File: src/rtl/fifo_rd_stream_adapter.sv
// FIFO read-port to valid/ready stream adapter with 2-entry skid buffer.
// Optional FIFO_RD_ADP_STATS_EN adds beat_total/stall_cycles counters.
module fifo_rd_stream_adapter #(
    parameter int FIFO_WIDTH = 16,
    parameter int PKT_LEN    = 8
) (
    input  logic                  clk,
    input  logic                  rst_n,
    input  logic                  en,
    input  logic                  fifo_empty,
    input  logic [FIFO_WIDTH-1:0] fifo_data_out,
    input  logic                  fifo_underflow,
    output logic                  fifo_rd_en,
    output logic                  m_valid,
    input  logic                  m_ready,
    output logic [FIFO_WIDTH-1:0] m_data,
    output logic                  m_last,
    input  logic                  err_clr,
    output logic                  err_underflow
`ifdef FIFO_RD_ADP_STATS_EN
    ,
    output logic [31:0]           beat_total,
    output logic [31:0]           stall_cycles
`endif
);

    localparam int CW = (PKT_LEN > 1) ? $clog2(PKT_LEN) : 1;
    localparam logic [CW-1:0] LAST = CW'(PKT_LEN - 1);

    logic [FIFO_WIDTH-1:0] slot [2];
    logic [1:0]            occ;
    logic                  inflight;
    logic                  head;
    logic                  tail;
    logic [CW-1:0]         beat_cnt;
    logic                  pop;
    logic                  cap;
    logic [2:0]            space;

    assign m_valid = (occ != 2'd0);
    assign m_data  = slot[head];
    assign m_last  = m_valid && (beat_cnt == LAST);
    assign pop     = m_valid && m_ready;
    assign cap     = inflight && !fifo_underflow;

    // occ + inflight never exceeds 2, so this cannot go negative
    assign space = 3'd2 + {2'b00, pop} - {1'b0, occ} - {2'b00, inflight};

    assign fifo_rd_en = rst_n && en && !fifo_empty && (space != 3'd0);

    // tail = head + occ (mod 2); with occ=2 this is the slot a pop vacates
    assign tail = head ^ occ[0];

    always_ff @(posedge clk or negedge rst_n) begin
        if (!rst_n) begin
            slot[0]       <= '0;
            slot[1]       <= '0;
            occ           <= 2'd0;
            inflight      <= 1'b0;
            head          <= 1'b0;
            beat_cnt      <= '0;
            err_underflow <= 1'b0;
        end else begin
            inflight <= fifo_rd_en;
            if (cap) begin
                slot[tail] <= fifo_data_out;
            end
            if (pop) begin
                head <= ~head;
                if (beat_cnt == LAST) begin
                    beat_cnt <= '0;
                end else begin
                    beat_cnt <= beat_cnt + 1'b1;
                end
            end
            occ <= occ + {1'b0, cap} - {1'b0, pop};
            if (inflight && fifo_underflow) begin
                err_underflow <= 1'b1;
            end else if (err_clr) begin
                err_underflow <= 1'b0;
            end
        end
    end

`ifdef FIFO_RD_ADP_STATS_EN
    always_ff @(posedge clk or negedge rst_n) begin
        if (!rst_n) begin
            beat_total   <= 32'd0;
            stall_cycles <= 32'd0;
        end else begin
            if (pop) begin
                beat_total <= beat_total + 32'd1;
            end
            if (m_valid && !m_ready && (stall_cycles != 32'hFFFF_FFFF)) begin
                stall_cycles <= stall_cycles + 32'd1;
            end
        end
    end
`endif

endmodule

File: config.mk
export PLATFORM = sky130hd
export DESIGN_NAME = fifo_rd_stream_adapter
export DESIGN_NICKNAME = d
export VERILOG_FILES = /design/src/rtl/fifo_rd_stream_adapter.sv
export SDC_FILE = /design/constraint.sdc
export NUM_CORES = 1
export LEC_CHECK = 0
export ABC_CLOCK_PERIOD_IN_PS = 2000
export CAP_MARGIN = 10
export CORE_MARGIN = 5
export CORE_UTILIZATION = 28
export DETAILED_ROUTE_END_ITERATION = 10
export GPL_TIMING_DRIVEN = 0
export PLACE_DENSITY_LB_ADDON = 0.25
export SETUP_SLACK_MARGIN = 0.02
export SYNTH_ARGS = -nofsm -noshare
export SYNTH_HDL_FRONTEND = slang
export SYNTH_SLANG_ARGS = --single-unit
File: constraint.sdc
create_clock -name clk -period 2 [get_ports clk]
set_input_delay 0.4 -clock clk [delete_from_list [all_inputs] [get_ports clk]]
set_output_delay 0.4 -clock clk [all_outputs]
set_load 0.05 [all_outputs]
Word level (Yosys, flattened, before mapping)

Cells that the tools add are included.

Bits of input ports: 23
Logic and storage cells: 43
Flip-flop bits (word level): 40
Output and inout bits: 20

Multiplexer cells: 9
Bitwise gates (word level): 4
$lt $le $gt $ge: 3
Add/sub/neg operators: 6
Reduce and logical (&&, ||, !) cells: 13
Equal/unequal tests: 1

Operators by type and width:

| operator                                                             | count |
|---|---|
| 16-bit two-way mux                                                   | 4 |
| 32-bit bitwise mux                                                   | 1 |
| 16-bit demux with 1-bit select                                       | 1 |
| 1-bit logical AND                                                    | 8 |
| 2-bit >= comparator, second input constant                           | 2 |
| 1-bit NOT with 2-bit output                                          | 2 |
| 2-bit nonzero test                                                   | 2 |
| 2-bit by 1-bit adder with 3-bit output, first input constant         | 1 |
| 3-bit by 1-bit adder with 3-bit output, second input constant        | 1 |
| 3-bit == test, second input constant                                 | 1 |
| 3-bit two-way mux                                                    | 1 |
| 3-bit nonzero test                                                   | 1 |
| 3-bit by 1-bit subtractor with 3-bit output                          | 1 |
| 3-bit by 2-bit subtractor with 3-bit output                          | 1 |
| 2-bit by 1-bit adder with 2-bit output                               | 1 |
| 1-bit zero test                                                      | 2 |
| 2-bit by 1-bit < comparator with 1-bit output, second input constant | 1 |
| 1-bit two-way mux                                                    | 2 |
| 2-bit by 1-bit subtractor with 2-bit output                          | 1 |
| 1-bit NOT                                                            | 1 |
| 1-bit XOR                                                            | 1 |

Logic depth before layout (Yosys ltp)

Gate-level depths: netlist (run 1).

Word-level depth: 7
Depth in mapped cells: 7
Mapped depth without buffers: 7

Worst setup path after synthesis (run 1)

Ideal clock, no wire load.

Kind: register to output
From: reg occ[0]
To: out fifo_rd_en
Required time: 1.600 ns
Cell stages (with the launch flop): 7
Data arrival time: 2.458 ns
Slack: -0.858 ns
Cells stage by stage: dfrtp_1 -> o21ai_2 -> fa_1 -> ha_1 -> nand2_1 -> nor2_1 -> nor3_1

Longest elaborated chain between the ends: 7

Ends and longest elaborated chain:

| what                                            | RTL line | source |
|---|---|---|
| from (decl)                                     | 31       | `logic [1:0] occ;` |
| from (signal assigned)                          | 76       | `occ <= occ + {1'b0, cap} - {1'b0, pop};` |
| 2-bit nonzero test                              | 40       | `assign m_valid = (occ != 2'd0);` |
| 1-bit logical AND                               | 43       | `assign pop = m_valid && m_ready;` |
| 2-bit by 1-bit adder with 3-bit output          | 47       | `assign space = 3'd2 + {2'b00, pop} - {1'b0, occ} - {2'b00, inflight};` |
| 3-bit by 2-bit subtractor with 3-bit output (*) | 47       |  |
| 3-bit by 1-bit subtractor with 3-bit output (*) | 47       |  |
| 3-bit nonzero test (*)                          | 49       | `assign fifo_rd_en = rst_n && en && !fifo_empty && (space != 3'd0);` |
| 1-bit logical AND (*)                           | 49       |  |
| to (decl)                                       | 13       | `output logic fifo_rd_en,` |

Mark *: on every way between the ends. The rest lies on a longest branch, timed or not.

Worst setup path after layout (run 1)

Same ends and word-level chain as after synthesis.

==> summary.md, run 1 <==
| Metric | Value |
|---|---|
| Status | finished, violations left |
| Failing checks | negative setup slack |
| Post-Layout Cell Count | 254 |
| Synth Area in Compound Gates | 1.43% |
| Final-stage net count | 205 |
| # port buffers | 42 |
| Fmax | 452 MHz |
| Power Total | 4.67 mW |
| Slew Limit Fails | 0 |
| Adder-Cell Fraction of Synth Area | 4.50% |
| Final hold violation count | 0 |
| Leakage | 1.10 nW |
| Xor/xnor cell area share of the yosys netlist | 2.32% |
| Worst Path Max Fanout | 4 |
| WS Path Type | reg2out |
| Final Skew | 0.00399 ns |
| HP Class | in2async |
| First-pass GRT wire length | 6.44 mm |
| Initial antenna violation count | 0 |
| Post-synthesis simple-gate area fraction | 4.02% |
| Critical Path Start Type | flop |
| Commonest cells after routing, fill and taps aside | 49 x mux2_2, 38 x dfrtp_1, 21 x clkdlybuf4s50_1 |
| Post-route antenna net violation count | 0 |
| Worst-path clk slew | 0.08 ns |
| Slew @ Worst Pin | 0.558 ns |
| CTS Buffer Depth | 2 |
| GP Congestion | 0.646 |
| Total GRT Usage | 9.72% |
| Hpwl dp | 2.70 mm |
| CTS tree | yes |
| CTS root buf | clkbuf_8 |
| Die area | 8270 µm² |
| Core area | 6350 µm² |
| Post-synthesis mux area share | 30.1% |
| Critical Path End Type | output pin |
| Clock Sink Count | 40 |
| Die span in y | 91.0 µm |
| Post-synthesis register bit count | 40 |
| Synth warn | 0 |
| Average size of a mapped cell | 14.8 µm² |
| Via density per instance | 4.55 |
| H-tree depth | 2 |
| Clk Latency, worst-skew pair | 0.29 ns |
| # DRC | 0 |
| Placed insts | 243 |
| Unrepaired setup endpoints after global routing | yes |
| Distinct cells, synth | 21 |
| Max-slew headroom | 62.8% |
| Drt first pass iters | 3 |
| Number of antenna diodes | 0 |
| GR Overflow Total | 0 |
| Via Count | 1156 |
| WP data required | 1.60 ns |
| Chip width | 91.0 µm |
| Row count | 29 |
| Most common cell after layout, fill and taps aside | mux2_2 |
| Layout cells sized above 1 | 54.2% |
| Vias in the first global route | 1337 |
| Largest family of logic cells by synthesized area | multiplexers |
| Largest net degree at the start of global routing | 42 |
| Final worst-path cycle share | 111% |
| Setup-failing EPs final | 1 |
| VDD IR max | 0.852 mV |
| Max Cap Viol | 0 |
| Fin worst setup slack | -0.214 ns |
| Initial drt markers | 29 |
| Routed length per instance | 14.8 µm |
| Area grow syn2layout | 35.0% |
| Initial Utilization | 28.9% |
| Ports | 43 |
| Sequential area share after synthesis | 54.5% |
| WL final | 3.76 mm |
| Syn nets | 153 |
| Crit path time final | 2.21 ns |
| Cell area after synthesis | 1840 µm² |
| Syn Inst Count | 124 |
| PD cells | 1880 nW/µm² |
| Number of CTS-inserted buffers | 5 |
| Crit path DAT | 1.81 ns |
cell usage after synthesis:
| library cell | instances | area share, % |
|---|---|---|
| nand2b_1 | 2 | 0.68 |
| buf_4 | 1 | 0.41 |
| ha_1 | 5 | 3.4 |
| buf_2 | 1 | 0.27 |
| nand2_1 | 4 | 0.82 |
| o21ai_0 | 2 | 0.55 |
| buf_6 | 3 | 1.8 |
| xnor2_1 | 3 | 1.4 |
| dfrtp_1 | 40 | 55 |
| nor2_2 | 1 | 0.34 |
| a21o_1 | 1 | 0.41 |
| fa_1 | 1 | 1.1 |
| nor3_1 | 2 | 0.55 |
| and2_1 | 1 | 0.34 |
| o21ai_2 | 1 | 0.48 |
| nor2b_4 | 1 | 0.75 |
| nor2_1 | 1 | 0.20 |
| or2_2 | 1 | 0.34 |
| xor2_2 | 1 | 0.89 |
| inv_1 | 3 | 0.61 |
| mux2_2 | 49 | 30 |
power breakdown:
group | internal, mW | total, mW | switching, mW | leakage, nW
logic | 1.02 | 2.56 | 1.54 | 0.548
clock network | 0.408 | 0.693 | 0.285 | 0.0614
registers | 1.21 | 1.42 | 0.210 | 0.493
total | 2.64 | 4.67 | 2.03 | 1.10
timing repair:
action | in CTS | in global routing
setup buffers | 2 | 1
hold endpoints to repair | 0 | 0
pin swaps | 1 | 1
resized for setup | 76 | 15
setup endpoints to repair | 19 | 23
hold buffers | 0 | 0
through the flow:
| stage | utilization (%) | hold slack [ns] | TNS, ns | setup WS, ns | area [µm²] |
|---|---|---|---|---|---|
| final | 39.0 | 0.114 | -0.214 | -0.214 | 2480 |
| after global routing | 39.0 | 0.160 | -0.294 | -0.286 | 2480 |
| after CTS | 39.0 | 0.259 | -0.255 | -0.255 | 2480 |
| after detailed placement | 37.3 | 0.486 | -5.67 | -1.20 | 2370 |
| after global placement | 37.4 | 0.470 | -24.23 | -1.84 | 2370 |
| after floorplan | - | 0.104 | -0.150 | -0.150 | 1860 |
registers in the layout (all words and copies together) (netlist names):
name	count
head	1
err_underflow	1
slot	32
beat_cnt	3
occ	2
inflight	1
per-layer routing:
metal  track usage, %  vias to the layer above  wire length [µm]
met5                0                        -                 0
met4             4.77                        0                72
met3             2.81                        6               162
met2             17.1                       26              2050
met1             10.7                      586              1480
li1                 -                      538                 -
final timing paths:
check	end	slack (ns)	start	depth (start not counted)
max in group asynchronous	occ[0]	1.47	rst_n	1
max reg2reg	slot[12]	0.24	occ[0]	6
min reg2reg	beat_cnt[1]	0.50	beat_cnt[1]	2
min	err_underflow	0.11	rst_n	1
max	fifo_rd_en	-0.21	occ[0]	6
min in group clk	beat_cnt[1]	0.50	beat_cnt[1]	2
cell type report:
cell class | instances | area, µm²
fillers | 593 | 3870
flip-flops and latches | 40 | 1000
multi-input cells | 76 | 821
repair buffers | 45 | 369
well taps | 77 | 96.3
clock buffers | 6 | 82.6
plain buffers | 5 | 56.3
clock inverters | 2 | 38.8
inverters | 3 | 11.3
cell families (layout without fill, tap and decap cells):
family                     after synthesis  count (layout)
muxes                                   49              49
DFF                                     40              40
adders and majority gates                6               6
buffers and inverters                    8              61
and+or+nand+nor                         13              13
xor gates and xnor gates                 4               4
AOI/OAI and AO/OA                        4               4
worst max-delay path: stages, from the launching register on:
cell and delay [ns]:
dfrtp_2 0.45, fa_2 0.41, ha_4 0.27, nand2_2 0.05, nor2_2 0.13, nor3_4 0.05, buf_6 0.15
Note: power is estimated with default switching activity, not from simulation.
==> run 2, diff against run 1 <==
Settings changed: CELL_PAD_IN_SITES_DETAIL_PLACEMENT set to 1, CELL_PAD_IN_SITES_GLOBAL_PLACEMENT set to 1, PLACE_DENSITY set to 0.66, PLACE_DENSITY_LB_ADDON 0.25 to not set, REMOVE_ABC_BUFFERS set to 1.
==> run 2 against run 1 <==
  * The run still ends with negative setup slack left
  * Clock skew rose by 0.0029 ns
  * Global-route usage rose by 1.7 points
  * Largest cell class unchanged
  * Flip-flop and latch count did not move
  * Worst setup slack got worse by 0.14 ns
  * Critical endpoint unchanged
  * Combinational power rose by 3%
  * Critical path type unchanged
==> summary.md, run 2 (synthesis gave the netlist of run 1 again) <==
| Metric | Value |
|---|---|
| CTS tree | yes |
| Clk Latency, worst-skew pair | 0.29 ns (about the same) |
| Worst reg2reg startpoint | occ[0] |
| Max reg flops | 32 (unchanged) |
| Commonest cells after routing, fill and taps aside | 49 x mux2_2, 37 x dfrtp_1, 21 x clkdlybuf4s50_1 |
| PD cells | 1890 nW/µm² (+0.11%) |
| R2R Setup Slk | 0.23 ns (about the same) |
| Slew Limit Fails | 0 (unchanged) |
| Multi-input logic area | 826 µm² (+0.61%) |
| Number of antenna diodes | 0 (unchanged) |
| Finished Cell Area | 2460 µm² (-0.76%) |
| WP data required | 1.60 ns (about the same) |
| Crit path DAT | 1.96 ns (+0.15 ns) |
| Ports | 43 (unchanged) |
| Total GRT Usage | 11.4% (+1.7 points) |
| VDD IR max | 0.644 mV (-24%) |
| Die span in y | 91.0 µm (unchanged) |
| CTS root buf | clkbuf_8 |
| Placed insts | 238 (-2.1%) |
| Leakage | 1.09 nW (-0.86%) |
| Critical Path Start Type | flop |
| Final hold violation count | 0 (unchanged) |
| Worst Path Max Fanout | 4 (unchanged) |
| Via density per instance | 4.61 (+1.4%) |
| Fmax | 425 MHz (-6.0%) |
| # port buffers | 42 (unchanged) |
| Unrepaired setup endpoints after global routing | yes |
| Initial antenna violation count | 0 (unchanged) |
| Reg area | 1010 µm² (+0.37%) |
| CTS Buffer Depth | 2 (unchanged) |
| Area grow syn2layout | 34.0% |
| Initial drt markers | 16 (-45%) |
| First-pass GRT wire length | 7.35 mm (+14%) |
| Setup-failing EPs final | 1 (unchanged) |
| Routed length per instance | 17.5 µm (+18%) |
| Max-slew headroom | 39.0% (-24 points) |
| Via Count | 1181 (+2.2%) |
| Register with the most flip-flops | slot |
| Fill cell count | 659 (+11%) |
| Final-stage net count | 207 (+0.98%) |
| Status | finished, violations left |
| Initial Utilization | 28.9% (unchanged) |
| Most common cell after layout, fill and taps aside | mux2_2 |
| Final worst-path cycle share | 118% (+7.1 points) |
| GP Congestion | 0.707 (+9.4%) |
| Crit path time final | 2.36 ns (+0.141 ns) |
| Post-Layout Cell Count | 256 (+0.79%) |
| HP Class | in2async |
| Clock Sink Count | 40 (unchanged) |
| Worst-path clk slew | 0.08 ns (about the same) |
| Slew @ Worst Pin | 0.915 ns (+0.357 ns) |
| Failing checks | negative setup slack |
| Row count | 29 (unchanged) |
| Final Skew | 0.00689 ns (+0.00290 ns) |
| Layout cells sized above 1 | 55.3% (+1.1 points) |
| WL final | 4.48 mm (+19%) |
| Crit-path max cell delay | 0.49 ns (+0.04 ns) |
| Critical-path cell list | o21ai_4 > fa_2 > nand2_2 > nor2_4 > nor3_4 > buf_6 |
| Max Cap Viol | 0 (unchanged) |
| Drt first pass iters | 2 (-1) |
| Critical Path End Type | output pin |
| R2r worst-path depth | 8 (+2) |
| # DRC | 0 (unchanged) |
| Chip width | 91.0 µm (unchanged) |
| R2r endpoint | occ[1] |
| Area after DPL | 2300 µm² (-2.9%) |
| WS Path Type | reg2out |
| Fin worst setup slack | -0.355 ns (-0.141 ns) |
| Die area | 8270 µm² (unchanged) |
| Core area | 6350 µm² (unchanged) |
| Number of CTS-inserted buffers | 5 (unchanged) |
| Largest net degree at the start of global routing | 42 (unchanged) |
| Post-route antenna net violation count | 0 (unchanged) |
| H-tree depth | 2 (unchanged) |
| Fin Setup TNS | -0.355 ns (-0.141 ns) |
| Top flop regs | slot x32, beat_cnt x3, occ x2 |
| GR Overflow Total | 0 (unchanged) |
| CP max-delay cell | fa_2 |
| Vias in the first global route | 1493 (+12%) |
-- run 2: changes by cell type in the layout (fill, tap and decap cells not counted), sizes merged --
cell / previous run / this run
clkinv: 1 / 0
dlygate4sd2: 2 / 1
clkbuf: 12 / 7
clkdlybuf4s15: 2 / 1
bufinv: 1 / 0
buf: 19 / 29
clkinvlp: 0 / 1
-- run 2: how the worst max path moves through the flow --
stage | slack (ns) | startpoint | endpoint
CTS | -0.32 | occ[0] | fifo_rd_en
global route | -0.44 | occ[0] | fifo_rd_en
finish | -0.36 | occ[0] | fifo_rd_en
floorplan | -0.86 | occ[0] | fifo_rd_en
global placement | -1.76 | rst_n | fifo_rd_en
detailed placement | -1.26 | m_ready | fifo_rd_en
-- run 2: timing repair --
action,CTS,global route
pin swaps,3,5
endpoints found under the setup margin,51,28
gates resized for setup,84,28
hold buffers,0,0
buffers inserted,6,4
-- run 2: per-layer routing --
layer  track usage (%)  vias up  wire, µm
met3              2.64        9       123
met5                 0        -         0
li1                  -      537         -
met2              21.1       23      2510
met4              5.26        0       113
met1              12.1      612      1740
-- run 2: area by class of cell --
type                       instances  share of cell area [%]
sequential                        40                    40.9
multi-input combinational         76                    33.6
timing repair buffer              52                    17.3
tap                               77                    3.92
clock buffer                       7                    3.51
inverter                           3                   0.458
clock inverter                     1                   0.305
-- run 2: report_power, final --
| part | leakage (nW) | internal (mW) | switching (mW) |
|---|---|---|---|
| clock | 0.0445 | 0.280 | 0.270 |
| combinational | 0.557 | 1.03 | 1.60 |
| sequential | 0.492 | 1.22 | 0.237 |
-- run 2: worst max-delay path: cells and delay by family, from the launching register on --
family / cells / cell delay (ns)
and+or+nand+nor: 3 / 0.33
adders and majority gates: 1 / 0.49
DFF: 1 / 0.46
AOI/OAI and AO/OA: 1 / 0.20
buffers and inverters: 1 / 0.19
-- run 2: stage by stage --
step	setup slack [ns]	hold WS [ns]	total power [mW]	utilization, %
floorplan	-0.858	0.104	3.25	-
global placement	-1.76	0.472	3.96	36.3
detailed placement	-1.26	0.480	4.09	36.2
CTS	-0.324	0.260	4.76	39.0
global route	-0.440	0.299	4.93	38.7
finish	-0.355	0.244	4.64	38.7
